==> src/rtl/ifid_elastic_reg.sv <==
//-----------------------------------------------------------------------------
// ifid_elastic_reg
//
// IF/ID pipeline register for the MIPS core, built as a small in-order
// elastic queue between fetch and decode. Fetch and decode each use a
// valid/ready handshake. An entry carries {pc, instr, exc, bd}. A fetch-side
// exception squashes the instruction to NOP. The PC, exception code and
// delay-slot flag still travel down so EPC/BD can be formed later.
//
// When the queue is empty, decode sees a bubble. The bubble is a NOP with no
// exception and bd = 0. It reports the PC of the last instruction that was
// shown (hold_pc). PC+4 and PC+8 are derived from whatever pc_d is showing.
//
// Parameters
//   PC_W      PC width
//   INSTR_W   instruction width
//   EXC_W     exception-code width
//   EXC_NONE  "no exception" code
//   NOP       bubble / squashed instruction
//   RESET_PC  PC shown while empty after reset
//   DEPTH     queue entries (power of two, >= 2)
//
// Ports
//   clk        in   rising-edge clock
//   reset      in   synchronous, active-high reset
//   flush      in   discard all entries (exception entry / eret)
//   in_valid   in   fetch presents an entry
//   in_ready   out  queue can accept (depends on registered state only)
//   pc_f       in   fetch PC
//   instr_f    in   fetched instruction
//   exc_f      in   fetch exception code
//   bd_f       in   entry sits in a branch delay slot
//   out_valid  out  head entry valid
//   out_ready  in   decode consumes the head (0 = decode stall)
//   pc_d       out  head PC (hold_pc when empty)
//   pc4_d      out  pc_d + 4
//   pc8_d      out  pc_d + 8
//   instr_d    out  head instruction (NOP when empty)
//   exc_d      out  head exception code (EXC_NONE when empty)
//   bd_d       out  head delay-slot flag (0 when empty)
//   level      out  occupied entries, 0..DEPTH
//-----------------------------------------------------------------------------
module ifid_elastic_reg #(
    parameter int                 PC_W     = 32,
    parameter int                 INSTR_W  = 32,
    parameter int                 EXC_W    = 5,
    parameter logic [EXC_W-1:0]   EXC_NONE = 5'd0,
    parameter logic [INSTR_W-1:0] NOP      = 32'h0000_0000,
    parameter logic [PC_W-1:0]    RESET_PC = 32'h0000_3000,
    parameter int                 DEPTH    = 2
) (
    input  logic                       clk,
    input  logic                       reset,
    input  logic                       flush,

    input  logic                       in_valid,
    output logic                       in_ready,
    input  logic [PC_W-1:0]            pc_f,
    input  logic [INSTR_W-1:0]         instr_f,
    input  logic [EXC_W-1:0]           exc_f,
    input  logic                       bd_f,

    output logic                       out_valid,
    input  logic                       out_ready,
    output logic [PC_W-1:0]            pc_d,
    output logic [PC_W-1:0]            pc4_d,
    output logic [PC_W-1:0]            pc8_d,
    output logic [INSTR_W-1:0]         instr_d,
    output logic [EXC_W-1:0]           exc_d,
    output logic                       bd_d,

    output logic [$clog2(DEPTH):0]     level
);

    localparam int PTR_W = $clog2(DEPTH);
    localparam int CNT_W = PTR_W + 1;

    // Width-matched constants, so that compares and increments stay lint-clean.
    localparam logic [CNT_W-1:0] DEPTH_C  = CNT_W'(DEPTH);
    localparam logic [CNT_W-1:0] CNT_ONE  = CNT_W'(1);
    localparam logic [PTR_W-1:0] PTR_ONE  = PTR_W'(1);
    localparam logic [PC_W-1:0]  PC_FOUR  = PC_W'(4);
    localparam logic [PC_W-1:0]  PC_EIGHT = PC_W'(8);

    //-------------------------------------------------------------------------
    // State
    //-------------------------------------------------------------------------
    logic [PC_W-1:0]    r_mem_pc    [DEPTH];
    logic [INSTR_W-1:0] r_mem_instr [DEPTH];
    logic [EXC_W-1:0]   r_mem_exc   [DEPTH];
    logic               r_mem_bd    [DEPTH];

    logic [PTR_W-1:0]   r_rd_ptr;
    logic [PTR_W-1:0]   r_wr_ptr;
    logic [CNT_W-1:0]   r_count;
    logic [PC_W-1:0]    r_hold_pc;

    //-------------------------------------------------------------------------
    // Handshake decode
    //-------------------------------------------------------------------------
    logic               w_in_ready;
    logic               w_out_valid;
    logic               w_push;
    logic               w_pop;
    logic [INSTR_W-1:0] w_instr_wr;
    logic [PC_W-1:0]    w_head_pc;

    // in_ready depends only on the registered count. A full queue therefore
    // refuses a push even on an edge that also pops, which keeps out_ready
    // off the fetch-side ready path.
    assign w_in_ready  = (r_count < DEPTH_C);
    assign w_out_valid = (r_count != '0);

    assign w_push = in_valid  & w_in_ready  & ~flush;
    assign w_pop  = w_out_valid & out_ready & ~flush;

    // A faulting fetch must not reach decode as a real instruction.
    assign w_instr_wr = (exc_f == EXC_NONE) ? instr_f : NOP;

    assign w_head_pc = r_mem_pc[r_rd_ptr];

    //-------------------------------------------------------------------------
    // Storage array
    //-------------------------------------------------------------------------
    // NOTE: the array is deliberately left without reset. Empty slots are
    // never observed, because out_valid gates every read. Keeping reset off
    // these flops lets them map to plain registers or LUT-RAM.
    always_ff @(posedge clk) begin
        if (w_push) begin
            r_mem_pc[r_wr_ptr]    <= pc_f;
            r_mem_instr[r_wr_ptr] <= w_instr_wr;
            r_mem_exc[r_wr_ptr]   <= exc_f;
            r_mem_bd[r_wr_ptr]    <= bd_f;
        end
    end

    //-------------------------------------------------------------------------
    // Pointers and occupancy
    //-------------------------------------------------------------------------
    // NOTE: every sequential assignment uses <=. All flops then sample the
    // pre-edge values, and the order of statements inside a block cannot
    // change the result.
    always_ff @(posedge clk) begin
        if (reset || flush) begin
            r_rd_ptr <= '0;
            r_wr_ptr <= '0;
            r_count  <= '0;
        end else begin
            // DEPTH is a power of two, so natural overflow wraps the pointers.
            if (w_push) r_wr_ptr <= r_wr_ptr + PTR_ONE;
            if (w_pop)  r_rd_ptr <= r_rd_ptr + PTR_ONE;

            case ({w_push, w_pop})
                2'b10:   r_count <= r_count + CNT_ONE;
                2'b01:   r_count <= r_count - CNT_ONE;
                default: r_count <= r_count;
            endcase
        end
    end

    // hold_pc follows the head on every edge with a visible entry. Flush is
    // deliberately ignored here, so a bubble after a flush still reports the
    // PC that decode saw last.
    always_ff @(posedge clk) begin
        if (reset) begin
            r_hold_pc <= RESET_PC;
        end else if (w_out_valid) begin
            r_hold_pc <= w_head_pc;
        end
    end

    //-------------------------------------------------------------------------
    // Decode-side view: head entry or bubble
    //-------------------------------------------------------------------------
    logic [PC_W-1:0]    w_pc_d;
    logic [INSTR_W-1:0] w_instr_d;
    logic [EXC_W-1:0]   w_exc_d;
    logic               w_bd_d;

    // NOTE: the bubble values are assigned first, so every path through the
    // block drives every output and no latch can be inferred.
    always_comb begin
        w_pc_d    = r_hold_pc;
        w_instr_d = NOP;
        w_exc_d   = EXC_NONE;
        w_bd_d    = 1'b0;
        if (w_out_valid) begin
            w_pc_d    = w_head_pc;
            w_instr_d = r_mem_instr[r_rd_ptr];
            w_exc_d   = r_mem_exc[r_rd_ptr];
            w_bd_d    = r_mem_bd[r_rd_ptr];
        end
    end

    assign in_ready  = w_in_ready;
    assign out_valid = w_out_valid;
    assign pc_d      = w_pc_d;
    assign pc4_d     = w_pc_d + PC_FOUR;   // modulo 2^PC_W
    assign pc8_d     = w_pc_d + PC_EIGHT;  // modulo 2^PC_W
    assign instr_d   = w_instr_d;
    assign exc_d     = w_exc_d;
    assign bd_d      = w_bd_d;
    assign level     = r_count;

endmodule
==> config.mk <==
export PLATFORM = sky130hd
export DESIGN_NAME = ifid_elastic_reg
export DESIGN_NICKNAME = d
export VERILOG_FILES = /design/src/rtl/ifid_elastic_reg.sv
export SDC_FILE = /design/constraint.sdc
export NUM_CORES = 1
export LEC_CHECK = 0
export ABC_AREA = 1
export BUFFER_PORTS_ARGS = -buffer_cell sky130_fd_sc_hd__clkbuf_2
export CAP_MARGIN = 20
export CORE_MARGIN = 5
export CORE_UTILIZATION = 40
export CTS_BUF_LIST = sky130_fd_sc_hd__clkbuf_4 sky130_fd_sc_hd__clkbuf_8
export CTS_CLUSTER_SIZE = 24
export DETAILED_ROUTE_END_ITERATION = 6
export HOLD_SLACK_MARGIN = 0.15
export MAX_ROUTING_LAYER = met4
export PLACE_DENSITY = 0.63
export SKIP_CTS_REPAIR_TIMING = 1
export SYNTH_ARGS = -nofsm -noshare
export SYNTH_HDL_FRONTEND = slang
export SYNTH_SLANG_ARGS = --single-unit
==> constraint.sdc <==
create_clock -name clk -period 12.8 [get_ports clk]
set_clock_uncertainty 0.15 [all_clocks]
set_input_delay 3.84 -clock clk [delete_from_list [all_inputs] [get_ports clk]]
set_output_delay 3.84 -clock clk [all_outputs]
set_load 0.01 [all_outputs]
==> run_results.csv, run 1 <==
group,metric,value,unit
synth,yosysMostFrequentCell,"nand2_1",
placement,io_buffers,212,
global_route,grt_antenna_before_repair,3,
floorplanning,start_util,0.4077,
synth,syn_avg_cell_area,9.244,um2
floorplanning,rows,53,
global_route,grt_pass1_wl,35.16,mm
synth,yosys_warnings,0,
floorplanning,die_y,156.6,um
timing,fin_tns_setup,0,ns
setup_path,slowest_stage,"clkinv_2",
synth,synth_top_cell_area_share,0.4890,
final_layout,area_delta_synth_final,19.17,%
setup_path,startpoint_type,"flip-flop",
floorplanning,die_width,156.6,um
timing,fmax,126.9,MHz
floorplanning,core-area,21090,um2
power_and_ir_drop,worst_ir_drop_vdd,0.06676,mV
synth,syn-cell-area,8597,um2
route,ant_nets,0,
global_route,grtUsageTotal,0.1946,
clocking,cts_htree_levels,4,
route,drt_drc_violations_left,0,
setup_path,crit_family,"buffers and inverters",
synth,async_flop_share,0,
synth,synth_nets,1008,
synth,synth_top_area_cell,"edfxtp_1",
outcome,status,"completed",
setup_path,slowest_delay,0.56,ns
setup_path,cp-end-kind,"output pin",
clocking,cts_buffers,17,
synth,seq_area_frac_synth,0.5752,
synth,netlist_top_cells_area,"edfxtp_1 (49%), nand2_1 (14%), dfxtp_1 (8.6%)",
synth,synth-edff-count,140,
route,num_vias,6713,
timing,fin_crit,7.881,ns
route,wl,23.07,mm
clocking,cts.sinks,177,
power_and_ir_drop,p_per_area,114.3,nW/um2
timing,slew_headroom,0.3413,
synth,synth-seq-cells,177,
power_and_ir_drop,internal_power,0.8640,mW
setup_path,r2r_cells,8,
placement,place_hpwl,16.05,mm
route,routed_via_density,4.721,
setup_path,cp-startpoint,"level[0]$_SDFFE_PP0P_",
final_layout,stdcell_area,10240,um2
synth,ys_types,30,
route,wl_per_cell,16.22,um
power_and_ir_drop,seqPwrFrac,0.546,
worst_hold_path,hold_class,"reg2reg",
setup_path,cp_max_fo,41,
setup_path,r2r-start,"level[1]$_SDFFE_PP0P_",
timing,rsz0062_at_grt,"false",
power_and_ir_drop,clockPowerShare,0.344,
timing,final_hold_viol_count,0,
timing,worstMarginPinSlew,0.9881,ns
clocking,insertion_delay,0.47,ns
setup_path,cp_num_buf_inv,5,
power_and_ir_drop,p_leak,4.648,nW
timing,setup_viol,0,
job,maxCapViolCount,0,
global_route,grt_max_degree,71,
clocking,path_clk_slew,0.10,ns
synth,synth_common_cells,"nand2_1 (329), edfxtp_1 (140), nor2_1 (83)",
setup_path,path_class,"reg2out",
global_route,grt_pass1_vias,6524,
synth,yosys_most_used_dff,"edfxtp_1",
setup_path,arrival,3.89,ns
global_route,grt_overflow,0,
placement,dpl_cell_area,9827,um2
setup_path,ff2ff_setup_slack,9.94,ns
timing,fin_crit_sh,0.6157,
setup_path,crit_cells,13,
route,drt-initial-drc-count,351,
timing,drv_slew,0,
clocking,ctsRootBufferMaster,"clkbuf_8",
floorplanning,die_area,24530,um2
final_layout,drive_gt1_frac,0.3094,
route,dr.pass1.iters,5,
setup_path,critPathRequiredTime,8.81,ns
final_layout,final_nets,1209,
power_and_ir_drop,power_switching,0.3075,mW
floorplanning,ioPinCount,213,
setup_path,regToRegEndpoint,"r_hold_pc[30]$_SDFF_PP0_",
placement,gp_congestion,0.9309,
synth,synth_cells,930,
setup_path,cp-endpoint,"pc4_d[18]",
setup_path,worstPathCellList,"inv_1 > nand2_4 > clkinv_2 > buf_4 > nand2_1 > nand2_2 > ha_1 > inv_1 > nor2_4 > nand2_1 > nor2_2 > xor2_1 > clkbuf_2",
clocking,clock_path_buffers,2,
clocking,cts_tree,"yes",
final_layout,postLayoutCoreUtil,0.4858,
power_and_ir_drop,combPwrFrac,0.110,
power_and_ir_drop,swShare,0.2625,
==> stage by stage <==
| stage | std cells | worst slack, ns | power (mW) | hold WS (ns) |
|---|---|---|---|---|
| 3_5_place_dp | 1387 | 5.340 | 0.7842 | 0.3139 |
| 5_1_grt | 1422 | 4.506 | 1.225 | 0.3557 |
| 6_report | 1422 | 4.919 | 1.171 | 0.3279 |
| 4_1_cts | 1419 | 4.817 | 1.185 | 0.3317 |
| 2_1_floorplan | 930 | 5.146 | 0.7279 | 0.2974 |
| 3_3_place_gp | 1387 | 5.392 | 0.7830 | 0.3061 |
==> state kept, by name, indices dropped and copies added, names as in the netlist, named ones only <==
register	flops
r_mem_instr	64
r_mem_pc	64
r_hold_pc	32
r_mem_exc	10
level	2
r_mem_bd	2
r_rd_ptr	1
r_wr_ptr	1
==> routing by layer <==
layer	part of all wire	global-route usage	wire [um]	vias up
met1	0.44	0.2537	10170	3080
li1	-	-	-	3349
met2	0.46	0.3001	10590	255
met3	0.077	0.04840	1781	29
met4	0.023	0.06281	525	0
met5	0	-	0	-
==> worst reg2reg max path, delay by kind of cell, from the launching register on <==
kind,cells,cell delay [ns]
flops,1,0.43
simple gates,4,0.75
buf+inv,4,1.40
==> cell type report <==
type                    instances  area, um2
diodes                          3      7.507
clock buffers                  19      249.0
clock inverters                13      161.4
fillers                      2033      10840
inverters                      82      310.3
multi-input cells             634       3113
flip-flops and latches        177       4946
well taps                     275      344.1
repair buffers                219       1114
==> power by group through the flow <==
stage / registers (mW) / clock network, mW / logic, mW
2_1_floorplan: 0.653 / 0 / 0.0745
3_3_place_gp: 0.653 / 0 / 0.130
6_report: 0.640 / 0.403 / 0.129
3_5_place_dp: 0.653 / 0 / 0.131
5_1_grt: 0.641 / 0.440 / 0.143
4_1_cts: 0.640 / 0.414 / 0.131
==> cells in the final DEF, fill, tap and decap left out, types with 3 or more instances in the layout <==
cell type and n:
a21oi_1 55, nand3_1 28, nor2_2 17, edfxtp_1 140
buf_4 7, nor2_4 19, nand2_2 46, dfxtp_1 36
inv_6 4, inv_2 3, inv_1 77, nand2_1 329
nor2_1 81, xor2_1 31, o21ai_0 3, nand2_4 12
inv_8 4, clkbuf_2 212, ha_1 3, clkbuf_8 17
diode_2 3
==> worst min path at each step <==
stage | from | end | slack (ns) | cells past startpoint
after global routing | r_hold_pc[14]$_SDFF_PP0_ | r_hold_pc[14]$_SDFF_PP0_ | 0.36 | 2
after detailed placement | level[0]$_SDFFE_PP0P_ | level[0]$_SDFFE_PP0P_ | 0.31 | 1
after floorplan | r_rd_ptr$_SDFFE_PP0P_ | flip-flop | 0.30 | 2
final | level[0]$_SDFFE_PP0P_ | level[0]$_SDFFE_PP0P_ | 0.33 | 1
after CTS | level[0]$_SDFFE_PP0P_ | level[0]$_SDFFE_PP0P_ | 0.33 | 1
after global placement | level[0]$_SDFFE_PP0P_ | level[0]$_SDFFE_PP0P_ | 0.31 | 1
==> logic make-up after synthesis <==
group,share of synthesized area
xor gates and xnor gates,0.03260
adders and majority gates,0.004367
DFF,0.5752
AOI/OAI and AO/OA,0.03464
and+or+nand+nor,0.2887
buffers and inverters,0.06447
No activity file was read; power rests on OpenSTA's default activity.
==> inputs of run 2 (changes only) <==
Settings changed: PLACE_DENSITY 0.63 to 0.65.
Clock period 12.8 ns to 6.95 ns, I/O delays scaled along.
==> run 2 against run 1 <==
  * Hold slack worse by 0.0071 ns
  * Die area stayed put
  * Via count up 0.91%
  * Final cell count stayed put
  * Combinational power grew 82%
  * Clock power up 74%
  * Worst setup slack got worse by 3.8 ns
  * Sequential power rose by 84%
  * Sequential share of layout area is 0.12 points higher
  * Global-route usage decreased by 0.39 points
==> run_results.csv, run 2 (same netlist as run 1, synthesis figures left out) <==
group,metric,value,unit
outcome,status,"completed",
timing,drv_slew,0,
final_layout,final_common_cell,"nand2_1",
clocking,cts_buffers,17,
final_layout,drive_gt1_frac,0.3088,
power_and_ir_drop,p_leak,4.627,nW
global_route,grtUsageTotal,0.1907,
floorplanning,die_width,156.6,um
global_route,grt_max_degree,71,
final_layout,stdcell_count,1422,
setup_path,cp_max_fo,70,
route,num_vias,6774,
timing,fin_crit_sh,0.8334,
setup_path,startpoint_type,"flip-flop",
setup_path,path_class,"reg2out",
floorplanning,start_util,0.4077,
clocking,clock_path_buffers,2,
floorplanning,core-area,21090,um2
placement,place_hpwl,16.16,mm
setup_path,cp-end-kind,"output pin",
timing,rsz0062_at_grt,"false",
clocking,ctsRootBufferMaster,"clkbuf_8",
route,wl,22.71,mm
final_layout,reg.largest.list,"r_mem_instr: 64 flops, r_mem_pc: 64 flops, r_hold_pc: 32 flops",
route,wl_per_cell,15.97,um
final_layout,area_delta_synth_final,18.88,%
worst_hold_path,hold_class,"reg2reg",
timing,slew_headroom,0.3109,
placement,dpl_cell_area,9819,um2
clocking,path_clk_slew,0.10,ns
setup_path,critPathRequiredTime,4.72,ns
timing,worstMarginPinSlew,1.034,ns
power_and_ir_drop,worst_ir_drop_vdd,0.1262,mV
global_route,grt_pass1_vias,6565,
final_layout,final_cell_mix,"nand2_1 (329), clkbuf_2 (212), edfxtp_1 (140), nor2_1 (81), inv_1 (77)",
route,drt_drc_violations_left,0,
global_route,grt_antenna_before_repair,4,
floorplanning,die_area,24530,um2
timing,fmax,172.6,MHz
placement,gp_congestion,0.9020,
route,ant_nets,0,
floorplanning,die_y,156.6,um
final_layout,final_nets,1208,
clocking,insertion_delay,0.47,ns
timing,final_hold_viol_count,0,
setup_path,arrival,3.56,ns
placement,dp_cells,1386,
job,maxCapViolCount,0,
timing,fin_ws,1.158,ns
route,routed_via_density,4.764,
clocking,cts_tree,"yes",
route,dr.pass1.iters,5,
power_and_ir_drop,p_per_area,207.0,nW/um2
route,drt-initial-drc-count,385,
floorplanning,ioPinCount,213,
global_route,grt_overflow,0,
clocking,cts.sinks,177,
timing,setup_viol,0,
clocking,cts_htree_levels,4,
placement,io_buffers,212,
global_route,grt_pass1_wl,35.01,mm
placement,pre_cts_slack,1.559,ns
final_layout,stdcell_area,10220,um2
timing,fin_crit,5.792,ns
final_layout,fillers,2029,
floorplanning,rows,53,
timing,fin_tns_setup,0,ns
run 2: report_power, final:
part	internal [mW]	switching, mW	leakage (nW)
registers	1.17	0.00772	1.55
clock network	0.273	0.428	0.199
logic	0.0775	0.158	2.88
total	1.52	0.594	4.63
run 2: through the flow:
stage | power [mW] | hold WS, ns | util
after floorplan | 1.341 | 0.2974 | -
after global placement | 1.439 | 0.3016 | 0.4656
after detailed placement | 1.441 | 0.3075 | 0.4656
after CTS | 2.139 | 0.3222 | 0.4842
after global routing | 2.208 | 0.3514 | 0.4846
final | 2.116 | 0.3207 | 0.4846
run 2: routing by layer:
metal	GRT usage	part of all wire	vias to the layer above
li1	-	-	3347
met1	0.2451	0.43	3165
met2	0.2987	0.47	245
met3	0.05697	0.089	17
met4	0.04628	0.0090	0
met5	-	0	-
run 2: path summary, 6_finish.rpt:
check                             to             startpoint  cells after the start  slack [ns]
max                        pc4_d[18]              flip-flop                     12        1.16
min                        flip-flop  r_rd_ptr$_SDFFE_PP0P_                      2        0.32
max reg2reg  r_hold_pc[1]$_SDFF_PP0_  level[0]$_SDFFE_PP0P_                      7        4.49
min reg2reg                flip-flop  r_rd_ptr$_SDFFE_PP0P_                      2        0.32
run 2: layout make-up:
| type | instances | area (um2) | share of cell area |
|---|---|---|---|
| diodes | 4 | 10.01 | 0.0009794 |
| clock buffers | 17 | 234.0 | 0.02289 |
| clock inverters | 15 | 156.4 | 0.01530 |
| inverters | 82 | 310.3 | 0.03036 |
| multi-input cells | 634 | 3113 | 0.3046 |
| flip-flops and latches | 177 | 4946 | 0.4840 |
| well taps | 275 | 344.1 | 0.03367 |
| repair buffers | 218 | 1106 | 0.1082 |
run 2: critical path, cell delays in order (launching register included):
cell      delay [ns]
dfxtp_2         0.35
buf_4           0.60
nand2_1         0.11
nand3_1         0.14
nand2_2         0.16
inv_1           0.27
ha_1            0.37
inv_1           0.17
nor2_4          0.22
nand2_1         0.12
nor2_2          0.20
xor2_1          0.19
clkbuf_2        0.16
